**src/rtl/serial_addsub_ctrl_pkg.sv**
```systemverilog
// Shared definitions for the bit-serial add/subtract sequencer:
// FSM state encoding and the default operand width.
package serial_addsub_ctrl_pkg;

    localparam int DEFAULT_WIDTH = 8;

    // Encoding 2'd3 is unused; the controller treats it as IDLE.
    typedef enum logic [1:0] {
        ST_IDLE = 2'd0,
        ST_RUN  = 2'd1,
        ST_DONE = 2'd2
    } sas_state_e;

endpackage

```
**src/rtl/serial_addsub_ctrl_if.sv**
```systemverilog
// Start/done handshake bundle between requester/consumer and the serial add/sub sequencer.
interface serial_addsub_ctrl_if #(
    parameter int WIDTH = serial_addsub_ctrl_pkg::DEFAULT_WIDTH
);
    logic             start_valid;
    logic             start_ready;
    logic [WIDTH-1:0] a;
    logic [WIDTH-1:0] b;
    logic             sub;
    logic [WIDTH-1:0] result;
    logic             cout;
    logic             ovf;
    logic             done_valid;
    logic             done_ready;
    logic             busy;

    modport master (
        output start_valid, a, b, sub, done_ready,
        input  start_ready, result, cout, ovf, done_valid, busy
    );

    modport slave (
        input  start_valid, a, b, sub, done_ready,
        output start_ready, result, cout, ovf, done_valid, busy
    );
endinterface

```
**src/rtl/serial_addsub_ctrl_fa_bit_cell.sv**
```systemverilog
// One-bit full adder built from two half adders and an OR for the carry;
// the only arithmetic element the serial sequencer owns.
module fa_half_adder (
    input  logic a,
    input  logic b,
    output logic sum,
    output logic carry
);
    assign sum   = a ^ b;
    assign carry = a & b;
endmodule

module fa_bit_cell (
    input  logic a,
    input  logic b,
    input  logic cin,
    output logic sum,
    output logic cout
);
    logic ha0_sum_s;
    logic ha0_carry_s;
    logic ha1_carry_s;

    fa_half_adder u_ha0 (
        .a     (a),
        .b     (b),
        .sum   (ha0_sum_s),
        .carry (ha0_carry_s)
    );

    fa_half_adder u_ha1 (
        .a     (ha0_sum_s),
        .b     (cin),
        .sum   (sum),
        .carry (ha1_carry_s)
    );

    // Both half-adder carries can never be 1 together, so OR gives the majority.
    assign cout = ha0_carry_s | ha1_carry_s;
endmodule

```
**src/rtl/serial_addsub_ctrl.sv**
```systemverilog
// Bit-serial add/subtract sequencer: steps one full-adder cell LSB-first over
// WIDTH cycles between a start handshake and a done handshake.
module serial_addsub_ctrl
    import serial_addsub_ctrl_pkg::*;
#(
    parameter int WIDTH = DEFAULT_WIDTH
) (
    input  logic                clk,
    input  logic                rst_n,
    serial_addsub_ctrl_if.slave bus
);

    localparam int CNT_W = $clog2(WIDTH) + 1;
    localparam logic [CNT_W-1:0] LAST_BIT = CNT_W'(WIDTH - 1);

    sas_state_e       state_q,  state_d;
    logic [CNT_W-1:0] cnt_q,    cnt_d;
    logic [WIDTH-1:0] a_sh_q,   a_sh_d;
    logic [WIDTH-1:0] b_sh_q,   b_sh_d;
    logic             c_q,      c_d;
    logic [WIDTH-1:0] result_q, result_d;
    logic             cout_q,   cout_d;
    logic             ovf_q,    ovf_d;
    logic             busy_q,   busy_d;
    logic             dv_q,     dv_d;

    logic             fa_sum_s;
    logic             fa_cout_s;

    fa_bit_cell u_cell (
        .a    (a_sh_q[0]),
        .b    (b_sh_q[0]),
        .cin  (c_q),
        .sum  (fa_sum_s),
        .cout (fa_cout_s)
    );

    // Next-state, datapath shifting and output decode for the sequencer FSM.
    always_comb begin
        state_d  = state_q;
        cnt_d    = cnt_q;
        a_sh_d   = a_sh_q;
        b_sh_d   = b_sh_q;
        c_d      = c_q;
        result_d = result_q;
        cout_d   = cout_q;
        ovf_d    = ovf_q;

        case (state_q)
            ST_IDLE: begin
                // Subtraction is A + ~B + 1: invert B here and seed the carry with sub.
                if (bus.start_valid) begin
                    a_sh_d  = bus.a;
                    b_sh_d  = bus.b ^ {WIDTH{bus.sub}};
                    c_d     = bus.sub;
                    cnt_d   = {CNT_W{1'b0}};
                    state_d = ST_RUN;
                end else begin
                    state_d = ST_IDLE;
                end
            end
            ST_RUN: begin
                result_d            = result_q >> 1;
                result_d[WIDTH-1]   = fa_sum_s;
                a_sh_d              = a_sh_q >> 1;
                b_sh_d              = b_sh_q >> 1;
                c_d                 = fa_cout_s;
                cnt_d               = cnt_q + CNT_W'(1);
                if (cnt_q == LAST_BIT) begin
                    ovf_d   = c_q ^ fa_cout_s;
                    cout_d  = fa_cout_s;
                    state_d = ST_DONE;
                end else begin
                    state_d = ST_RUN;
                end
            end
            ST_DONE: begin
                if (bus.done_ready) begin
                    state_d = ST_IDLE;
                end else begin
                    state_d = ST_DONE;
                end
            end
            default: begin
                state_d = ST_IDLE;
            end
        endcase

        busy_d = (state_d == ST_RUN) || (state_d == ST_DONE);
        dv_d   = (state_d == ST_DONE);
    end

    // State, counter, operand shifters and result registers.
    always_ff @(posedge clk or negedge rst_n) begin
        if (!rst_n) begin
            state_q  <= ST_IDLE;
            cnt_q    <= {CNT_W{1'b0}};
            a_sh_q   <= {WIDTH{1'b0}};
            b_sh_q   <= {WIDTH{1'b0}};
            c_q      <= 1'b0;
            result_q <= {WIDTH{1'b0}};
            cout_q   <= 1'b0;
            ovf_q    <= 1'b0;
            busy_q   <= 1'b0;
            dv_q     <= 1'b0;
        end else begin
            state_q  <= state_d;
            cnt_q    <= cnt_d;
            a_sh_q   <= a_sh_d;
            b_sh_q   <= b_sh_d;
            c_q      <= c_d;
            result_q <= result_d;
            cout_q   <= cout_d;
            ovf_q    <= ovf_d;
            busy_q   <= busy_d;
            dv_q     <= dv_d;
        end
    end

    // start_ready is a pure IDLE decode so it reads 1 while reset is held.
    assign bus.start_ready = (state_q == ST_IDLE);
    assign bus.busy        = busy_q;
    assign bus.done_valid  = dv_q;
    assign bus.result      = result_q;
    assign bus.cout        = cout_q;
    assign bus.ovf         = ovf_q;

endmodule

```
**src/flat_wrapper.sv**
```systemverilog
// flat-port wrapper written by rule: the top's interface ports become plain ports
module serial_addsub_ctrl_flat import serial_addsub_ctrl_pkg::*;
#(
    parameter int WIDTH = DEFAULT_WIDTH
)
  (clk, rst_n, bus_start_valid, bus_a, bus_b, bus_sub, bus_done_ready, bus_start_ready, bus_result, bus_cout, bus_ovf, bus_done_valid, bus_busy);
  serial_addsub_ctrl_if #(.WIDTH(WIDTH)) bus_i ();
  input  logic clk;
  input  logic rst_n;
  input wire logic [$bits(bus_i.start_valid)-1:0] bus_start_valid;
  input wire logic [$bits(bus_i.a)-1:0] bus_a;
  input wire logic [$bits(bus_i.b)-1:0] bus_b;
  input wire logic [$bits(bus_i.sub)-1:0] bus_sub;
  input wire logic [$bits(bus_i.done_ready)-1:0] bus_done_ready;
  output wire logic [$bits(bus_i.start_ready)-1:0] bus_start_ready;
  output wire logic [$bits(bus_i.result)-1:0] bus_result;
  output wire logic [$bits(bus_i.cout)-1:0] bus_cout;
  output wire logic [$bits(bus_i.ovf)-1:0] bus_ovf;
  output wire logic [$bits(bus_i.done_valid)-1:0] bus_done_valid;
  output wire logic [$bits(bus_i.busy)-1:0] bus_busy;
  assign bus_i.start_valid = bus_start_valid;
  assign bus_i.a = bus_a;
  assign bus_i.b = bus_b;
  assign bus_i.sub = bus_sub;
  assign bus_i.done_ready = bus_done_ready;
  assign bus_start_ready = bus_i.start_ready;
  assign bus_result = bus_i.result;
  assign bus_cout = bus_i.cout;
  assign bus_ovf = bus_i.ovf;
  assign bus_done_valid = bus_i.done_valid;
  assign bus_busy = bus_i.busy;
  serial_addsub_ctrl #(.WIDTH(WIDTH)) u_core (.clk(clk), .rst_n(rst_n), .bus(bus_i));
endmodule
```
**config.mk**
```make
export PLATFORM = sky130hd
export DESIGN_NAME = serial_addsub_ctrl_flat
export DESIGN_NICKNAME = d
export VERILOG_FILES = /design/src/rtl/serial_addsub_ctrl_pkg.sv /design/src/rtl/serial_addsub_ctrl_if.sv /design/src/rtl/serial_addsub_ctrl_fa_bit_cell.sv /design/src/rtl/serial_addsub_ctrl.sv /design/src/flat_wrapper.sv
export SDC_FILE = /design/constraint.sdc
export NUM_CORES = 1
export LEC_CHECK = 0
export CAP_MARGIN = 15
export CORE_MARGIN = 4
export CORE_UTILIZATION = 50
export DETAILED_ROUTE_END_ITERATION = 8
export PLACE_DENSITY = 0.75
export RECOVER_POWER = 100
export SLEW_MARGIN = 25
export SYNTH_ARGS = -nofsm -noshare
export SYNTH_HDL_FRONTEND = slang
export SYNTH_HIERARCHICAL = 1
export SYNTH_SLANG_ARGS = --single-unit
```
**constraint.sdc**
```tcl
create_clock -name clk -period 2.3 [get_ports clk]
set_input_delay 0.345 -clock clk [delete_from_list [all_inputs] [get_ports clk]]
set_output_delay 0.345 -clock clk [all_outputs]
set_load 0.02 [all_outputs]
```
==> run_results.csv, run 1 <==
group,metric,value,unit
power,combPwrFrac,0.401,
cts,cts_buffer_depth,2,
worst_setup_path,critPathSlowestCell,"dlygate4sd3_1",
cts,cts_setup_buffers,0,
global_routing,grt_max_degree,36,
placed_design,placed_cells,238,
synth,syn-num-nets,191,
synth,syn_area_per_cell,10.1,sq um
cts,cts_tree,"yes",
worst_setup_path,setup.worst_path.start_class,"flip-flop",
worst_setup_path,cp_max_fo,12,
worst_setup_path,worstRegToRegCells,3,
timing,slew_headroom,0.429,
drt,first_iter_violations,72,
worst_setup_path,critical_path_class,"flip-flop to output pin",
placed_design,gp_congestion,0.775,
synth,synth_area,1670,sq um
power,power_switching,864,uW
finish,drive_gt1_frac,0.0644,
timing,maxSlewViolCount,0,
power,irDropWorstVdd,430,uV
timing,finalHoldViolCount,0,
hold_path,min_path_cells,2,
power,power_density,1090,nW/um^2
cts,root_buffer,"clkbuf_4",
synth,syn-instance-count,166,
finish,nNetsFinal,226,
worst_setup_path,crit_path_start,"u_core/state_q[1]",
hold_path,hold_start,"u_core/bus.result[0]",
power,p_int,1380,uW
power,power.total,2250,uW
cts,cts_buffers,5,
cts,ctsHoldBuffers,0,
timing,fin_crit_sh,0.894,
timing,worst_pin_slew,0.857,ns
timing,period_needed,2.06,ns
power,seq_power_share,0.454,
global_routing,grt_pass1_wl,5.80,mm
finish,multi_input_area,699,sq um
drt,drc,0,
finish,nFillCells,280,
global_routing,top_usage_layer,"met2",
power,switching_share,0.385,
worst_setup_path,r2r-start,"u_core/state_q[1]",
worst_setup_path,arrival,1.71,ns
drt,wl,3.30,mm
flow_run,cap_violations,0,
finish,area_delta_synth_final,23.1,%
drt,routed-via-count,1276,
cts,ctsResizeCount,0,
timing,setup_viol,0,
global_routing,grtUsageMet1,0.218,
worst_setup_path,critPathMaxStageDelay,0.68,ns
die,core,3130,sq um
worst_setup_path,ff2ff_setup_slack,0.49,ns
drt,postRouteAntennaNets,0,
worst_setup_path,end_kind,"output pin",
die,num_rows,20,
cts,ctsHtreeMaxLevel,2,
timing,fmax,0.486,GHz
timing,fin_setup_tns,0,ns
global_routing,antenna_found_initial,0,
worst_setup_path,required,1.96,ns
cts,clock_latency,0.34,ns
global_routing,grt_usage,0.176,
placed_design,place_hpwl,2.47,mm
die,die_h,65.8,microns
worst_setup_path,crit_chain,"nor2_1, dlygate4sd3_1",
power,leakagePower,0.00100,uW
global_routing,use_met3,0.0561,
drt,dr.pass1.iters,4,
placed_design,port_buffers,33,
global_routing,grt_pass1_vias,1290,
finish,antenna_cells,0,
cts,clk_pin_slew,0.11,ns
synth,synth-seq-cells,35,
timing,holdWs,0.481,ns
worst_setup_path,rr_endpoint,"u_core/bus.ovf",
power,clkPwrFrac,0.145,
synth,yosysUniqueCellTypes,26,
finish,final-instance-count-excl-fill,246,
timing,fin_skew,0.0134,ns
timing,rsz0062_at_grt,"no",
die,die_w,65.8,microns
die,io_pins,34,
drt,avgViaCountPerCell,5.19,
die,start_util,0.534,
finish,seqCellArea,876,sq um
worst_setup_path,crit_end,"bus_start_ready",
synth,yosysWarnings,6,
run_status,status,"finished, final reports clean",
drt,routedWlPerCell,13.4,microns
die,dieArea,4330,sq um
global_routing,grtUsageMet2,0.290,
hold_path,hold_path.class,"flip-flop to flip-flop",
global_routing,grt_overflow,0,
synth,ys_seq_area_frac,0.524,
cts,cts_num_sinks,35,
sequential cells by signal (all words and copies together) (netlist names), 2 cells and up:
signal,cells
u_core/a_sh_q,8
u_core/b_sh_q,8
u_core/bus.result,8
u_core/cnt_q,4
u_core/state_q,2
cells in the final DEF (no fill, tap or decap), drive strengths merged, types with 7 or more instances in the layout:
cell type      Yosys  routed
a21oi              9       9
a221o              7       7
and3b              8       8
clkbuf             2      11
clkdlybuf4s50      0      17
dfrtp             35      35
dlygate4sd3        0      16
nand2             36      36
nor2              12      12
o21ai             12      12
xnor2              7       7
cell type report:
| cell class | count | share of cell area |
|---|---|---|
| Clock buffer | 6 | 0.0201 |
| Multi-Input combinational cell | 117 | 0.340 |
| Timing Repair Buffer | 40 | 0.178 |
| Inverter | 2 | 0.00365 |
| Sequential cell | 35 | 0.426 |
| Clock inverter | 2 | 0.00608 |
| Tap cell | 44 | 0.0268 |
Yosys cell counts, drive strengths merged:
cell type / count / area (sq um)
nand2: 36 / 135
dfrtp: 35 / 876
nor2: 12 / 45.0
o21ai: 12 / 60.1
buf: 10 / 68.8
a21oi: 9 / 45.0
and3b: 8 / 70.1
a221o: 7 / 70.1
xnor2: 7 / 61.3
ha: 4 / 50.1
nand3: 4 / 20.0
mux2: 3 / 33.8
a21o: 2 / 15.0
a22o: 2 / 17.5
clkbuf: 2 / 7.51
inv: 2 / 7.51
nor2b: 2 / 12.5
xor2: 2 / 17.5
a31oi: 1 / 6.26
nand2b: 1 / 13.8
nor3: 1 / 10.0
o21bai: 1 / 7.51
or2: 1 / 6.26
or3: 1 / 6.26
or3b: 1 / 8.76
metrics by stage:
stage / instance area, sq um / setup WS [ns] / util
floorplan: 1670 / 0.699 / -
global placement: 2030 / 0.462 / 0.650
detailed placement: 2030 / 0.368 / 0.650
CTS: 2090 / 0.289 / 0.667
global route: 2060 / 0.185 / 0.658
finish: 2060 / 0.244 / 0.658
logic make-up (layout without fill, tap and decap cells):
| family | after synthesis | count (layout) | share of synthesized area |
|---|---|---|---|
| simple gates | 67 | 67 | 0.196 |
| flops | 35 | 35 | 0.524 |
| compound gates | 34 | 34 | 0.132 |
| buf+inv | 14 | 50 | 0.0501 |
| xor+xnor | 9 | 9 | 0.0472 |
| fa+ha+maj | 4 | 4 | 0.0299 |
| mux | 3 | 3 | 0.0202 |
metal layers:
layer | routed length, microns | vias up | part of all wire
met5 | 0 | - | 0
met4 | 48 | 0 | 0.015
met3 | 158 | 6 | 0.048
met1 | 1470 | 600 | 0.44
met2 | 1620 | 30 | 0.49
li1 | - | 640 | -
worst min-delay path by stage:
stage	slack [ns]	end
floorplan	0.05	u_core/a_sh_q[0]
global placement	0.46	u_core/bus.result[0]
detailed placement	0.47	u_core/bus.result[0]
CTS	0.41	u_core/b_sh_q[6]
global route	0.51	u_core/a_sh_q[4]
finish	0.48	u_core/bus.result[0]
worst max-delay path: cells and delay by family (launching register included):
family / cells / cell delay, ns
buf+inv: 1 / 0.68
flops: 1 / 0.54
simple gates: 1 / 0.16
power groups by stage:
stage / clock [uW] / combinational, uW / sequential [uW]
2_1_floorplan: 0 / 593 / 1080
3_3_place_gp: 0 / 934 / 1030
3_5_place_dp: 0 / 975 / 1040
4_1_cts: 335 / 977 / 1030
5_1_grt: 361 / 1010 / 1060
6_report: 326 / 900 / 1020
Note: power is estimated with default switching activity, not from simulation.
==> run 2: changes to the inputs <==
- CORE_MARGIN: 4 -> 1.5
- MAX_ROUTING_LAYER: unset -> met4
==> run 2 against run 1 <==
Against the previous run: non-clock buffer count down 1; first-iteration DRC count grew 5.6%; global-route usage up 2.8 points; largest cell class unchanged; largest power group unchanged.
==> run_results.csv, run 2 (synthesized netlist as in run 1, its figures left out) <==
group,metric,value,unit
cts,cts_buffers,5,
timing,fin_ws,0.365,ns
cts,cts_num_sinks,35,
global_routing,grtUsageMet1,0.227,
drt,avgViaCountPerCell,5.30,
worst_setup_path,cp_max_fo,6,
placed_design,placed_cells,237,
timing,slew_headroom,0.435,
cts,cts_buffer_depth,2,
placed_design,dp_slack,0.381,ns
finish,drive_gt1_frac,0.0700,
power,irDropWorstVdd,466,uV
power,leakagePower,0.00101,uW
drt,routed-via-count,1294,
worst_setup_path,required,1.96,ns
global_routing,top_usage_layer,"met2",
timing,fin_setup_tns,0,ns
worst_setup_path,critical_path_class,"flip-flop to output pin",
worst_setup_path,r2r-start,"u_core/state_q[0]",
global_routing,use_met3,0.0405,
flow_run,cap_violations,0,
drt,drc,0,
hold_path,hold_path.class,"flip-flop to flip-flop",
drt,dr.pass1.iters,4,
drt,wl,3.22,mm
worst_setup_path,crit_path_start,"u_core/state_q[0]",
global_routing,grtUsageMet2,0.347,
finish,nNetsFinal,225,
timing,worst_pin_slew,0.847,ns
cts,ctsHtreeMaxLevel,2,
hold_path,hold_start,"u_core/bus.result[0]",
cts,clk_pin_slew,0.10,ns
die,start_util,0.539,
placed_design,gp_congestion,0.800,
cts,root_buffer,"clkbuf_4",
timing,fin_skew,0.00229,ns
global_routing,antenna_found_initial,0,
timing,maxSlewViolCount,0,
global_routing,grt_pass1_vias,1245,
die,io_pins,34,
die,die_w,60.8,microns
timing,rsz0062_at_grt,"no",
timing,fin_crit_sh,0.841,
timing,period_needed,1.93,ns
timing,finalHoldViolCount,0,
global_routing,grt_usage,0.203,
cts,cts_setup_buffers,0,
placed_design,place_hpwl,2.33,mm
cts,cts_tree,"yes",
finish,layout_commonest_cell,"nand2_1",
finish,final_cell_mix,"36 x nand2_1, 35 x dfrtp_1, 17 x clkdlybuf4s50_1, 16 x dlygate4sd3_1",
finish,final_core_util,0.665,
die,core,3100,sq um
die,dieArea,3700,sq um
worst_setup_path,end_kind,"output pin",
worst_setup_path,arrival,1.59,ns
run_status,status,"finished, final reports clean",
finish,antenna_cells,0,
finish,final-instance-count-excl-fill,244,
placed_design,port_buffers,33,
power,power.total,2260,uW
global_routing,grt_pass1_wl,5.35,mm
die,num_rows,20,
power,power_density,1100,nW/um^2
cts,ctsHoldBuffers,0,
worst_setup_path,setup.worst_path.start_class,"flip-flop",
global_routing,grt_max_degree,36,
drt,postRouteAntennaNets,0,
drt,first_iter_violations,76,
global_routing,grt_overflow,0,
finish,area_delta_synth_final,23.4,%
timing,setup_viol,0,
cts,clock_latency,0.32,ns
timing,fmax,0.517,GHz
cts,ctsResizeCount,0,
die,die_h,60.8,microns
drt,routedWlPerCell,13.2,microns
-- run 2: changes by cell type in the layout (fill, tap and decap cells not counted), sizes merged --
| cell | before | now |
|---|---|---|
| clkinvlp | 1 | 0 |
| clkbuf | 11 | 10 |
-- run 2: final timing paths --
path,cells past startpoint,slack [ns],end
min reg2reg,2,0.48,u_core/bus.result[0]
min in group asynchronous,2,0.65,u_core/bus.result[1]
max reg2reg,4,0.47,u_core/b_sh_q[1]
max,2,0.37,bus_start_ready
max in group asynchronous,2,1.13,u_core/bus.result[6]
min,2,0.48,u_core/bus.result[0]
-- run 2: routing by layer --
metal	share of wire	vias up	wire length, microns
met3	0.054	7	174
met5	0	-	0
met4	0.017	0	54
met1	0.42	611	1350
met2	0.51	43	1640
li1	-	633	-
-- run 2: through the flow --
| step | hold slack (ns) | instance area (sq um) |
|---|---|---|
| floorplan | 0.0494 | 1670 |
| global placement | 0.457 | 2030 |
| detailed placement | 0.470 | 2030 |
| CTS | 0.432 | 2080 |
| global route | 0.511 | 2060 |
| finish | 0.482 | 2060 |
-- run 2: worst max-delay path, cell delays in order, from the launching register on --
cell	delay, ns
dfrtp_1	0.48
nor2_1	0.11
dlygate4sd3_1	0.67
-- run 2: cell type report --
class / instances / area (sq um)
well taps: 44 / 55.1
fillers: 287 / 1040
clock inverters: 1 / 5.00
flip-flops and latches: 35 / 876
multi-input cells: 117 / 707
repair buffers: 39 / 362
inverters: 2 / 7.51
clock buffers: 6 / 51.3
-- run 2: report_power, final --
group	total [uW]	switching (uW)	leakage, uW	internal (uW)
clock network	331	190	0.0000341	142
registers	1010	161	0.000453	848
logic	922	501	0.000522	421
==> run 3: changes to the inputs <==
- clock period: 2.3 -> 2 ns (I/O delays scaled with it)
==> run 3 against run 2 <==
Against the previous run: critical path depth unchanged; clock skew rose by 0.0080 ns; design area rose by 2.5%; power rose by 26%; setup slack got worse by 0.22 ns; die area did not move; register-to-register slack worse by 0.21 ns; cell count grew 0.82%; global-route usage increased by 1.5 points; core utilization increased by 1.7 points.
==> run_results.csv, run 3 (synthesized netlist as in run 1, its figures left out) <==
group,metric,value,unit
power,power_switching,1000,uW
worst_setup_path,worstRegToRegCells,5,
finish,design_area,2120,sq um
die,die_w,60.8,microns
power,leakagePower,0.00103,uW
hold_path,hold_start,"u_core/bus.result[0]",
global_routing,grt_pass1_wl,5.73,mm
die,die_h,60.8,microns
drt,first_iter_violations,62,
timing,fin_setup_tns,0,ns
cts,cts_setup_buffers,0,
finish,drive_gt1_frac,0.0842,
worst_setup_path,arrival,1.56,ns
drt,wl,3.31,mm
cts,ctsResizeCount,0,
timing,worst_pin_slew,0.864,ns
power,combPwrFrac,0.372,
drt,postRouteAntennaNets,0,
finish,seqCellArea,877,sq um
timing,setup_viol,0,
timing,finalHoldViolCount,0,
worst_setup_path,required,1.70,ns
timing,period_needed,1.86,ns
finish,layout_commonest_cell,"nand2_1",
global_routing,grt_overflow,0,
timing,maxSlewViolCount,0,
timing,slew_headroom,0.424,
die,io_pins,34,
cts,clock_latency,0.33,ns
cts,ctsHtreeMaxLevel,2,
worst_setup_path,rr_endpoint,"u_core/bus.ovf",
worst_setup_path,critPathSlowestCell,"clkdlybuf4s50_1",
placed_design,dpl_cell_area,2030,sq um
worst_setup_path,crit_chain,"nor2_1, clkdlybuf4s50_1",
worst_setup_path,crit_family,"buffers and inverters",
power,irDropWorstVdd,628,uV
finish,final_cell_mix,"36 x nand2_1, 34 x dfrtp_1, 19 x clkdlybuf4s50_1, 14 x dlygate4sd3_1",
timing,fmax,0.539,GHz
placed_design,place_hpwl,2.44,mm
die,start_util,0.539,
cts,cts_buffers,5,
cts,clk_pin_slew,0.11,ns
worst_setup_path,critical_path_class,"flip-flop to output pin",
finish,final-instance-count-excl-fill,246,
timing,fin_crit_sh,0.928,
die,num_rows,20,
drt,avgViaCountPerCell,5.30,
drt,routedWlPerCell,13.5,microns
cts,cts_tree,"yes",
finish,multi_input_area,707,sq um
drt,drc,0,
placed_design,gp_congestion,0.787,
worst_setup_path,ff2ff_setup_slack,0.26,ns
flow_run,cap_violations,0,
placed_design,port_buffers,33,
cts,ctsHoldBuffers,0,
timing,fin_skew,0.0103,ns
power,switching_share,0.351,
timing,rsz0062_at_grt,"no",
cts,root_buffer,"clkbuf_4",
placed_design,placed_cells,238,
timing,holdWs,0.484,ns
worst_setup_path,cp_max_fo,13,
drt,dr.pass1.iters,4,
drt,routed-via-count,1305,
power,p_int,1860,uW
worst_setup_path,end_kind,"output pin",
hold_path,min_path_cells,2,
finish,nFillCells,268,
global_routing,antenna_found_initial,0,
finish,nNetsFinal,226,
hold_path,hold_path.class,"flip-flop to flip-flop",
die,dieArea,3700,sq um
worst_setup_path,r2r-start,"u_core/a_sh_q[0]",
die,core,3100,sq um
hold_path,min_to,"u_core/bus.result[0]",
global_routing,grt_pass1_vias,1319,
global_routing,grt_max_degree,36,
finish,area_delta_synth_final,26.6,%
cts,cts_num_sinks,35,
power,power_density,1350,nW/um^2
worst_setup_path,crit_path_start,"u_core/state_q[1]",
worst_setup_path,setup.worst_path.start_class,"flip-flop",
run_status,status,"finished, final reports clean",
cts,cts_buffer_depth,2,
power,clkPwrFrac,0.216,
finish,antenna_cells,0,
global_routing,grt_usage,0.219,
worst_setup_path,critPathMaxStageDelay,0.60,ns
worst_setup_path,path_buf_inv,1,
power,seq_power_share,0.412,
==> run 3: how the worst max path moves through the flow <==
stage	to	cells past startpoint
floorplan	u_core/bus.ovf	5
global placement	u_core/b_sh_q[6]	4
detailed placement	u_core/b_sh_q[4]	4
CTS	bus_start_ready	2
global route	bus_start_ready	2
finish	bus_start_ready	2
==> run 3: layout make-up <==
class                      instances  share of cell area
clock buffer                       6              0.0195
clock inverter                     2              0.0284
inverter                           2             0.00355
multi-input combinational        117               0.334
sequential                        35               0.415
tap                               44              0.0260
timing repair buffer              40               0.174
==> run 3: tightest hold or removal path, cell delays in order, from the launching register on <==
cell	delay, ns
dfrtp_1	0.35
nand2_1	0.05
nand2_1	0.06
==> run 3: metal layers <==
metal  up-vias  part of all wire  routed length, microns  track usage
li1        636                 -                       -            -
met2        43              0.49                    1610        0.346
met5         -                 0                       0            -
met4         0             0.016                      53       0.0839
met1       620              0.44                    1470        0.256
met3         6             0.055                     182       0.0768
==> run 3: power by group through the flow <==
stage,Clock (uW),Sequential (uW),Combinational (uW)
3_3_place_gp,0,1170,1070
3_5_place_dp,0,1200,1130
4_1_cts,634,1180,1130
2_1_floorplan,0,1240,682
6_report,618,1180,1060
5_1_grt,661,1220,1200
==> run 3: through the flow <==
stage,utilization,power [uW],setup WS [ns]
2_1_floorplan,-,1920,0.399
3_3_place_gp,0.655,2250,0.323
3_5_place_dp,0.655,2330,0.255
4_1_cts,0.688,2950,0.0825
5_1_grt,0.682,3080,0.0472
6_report,0.682,2860,0.144
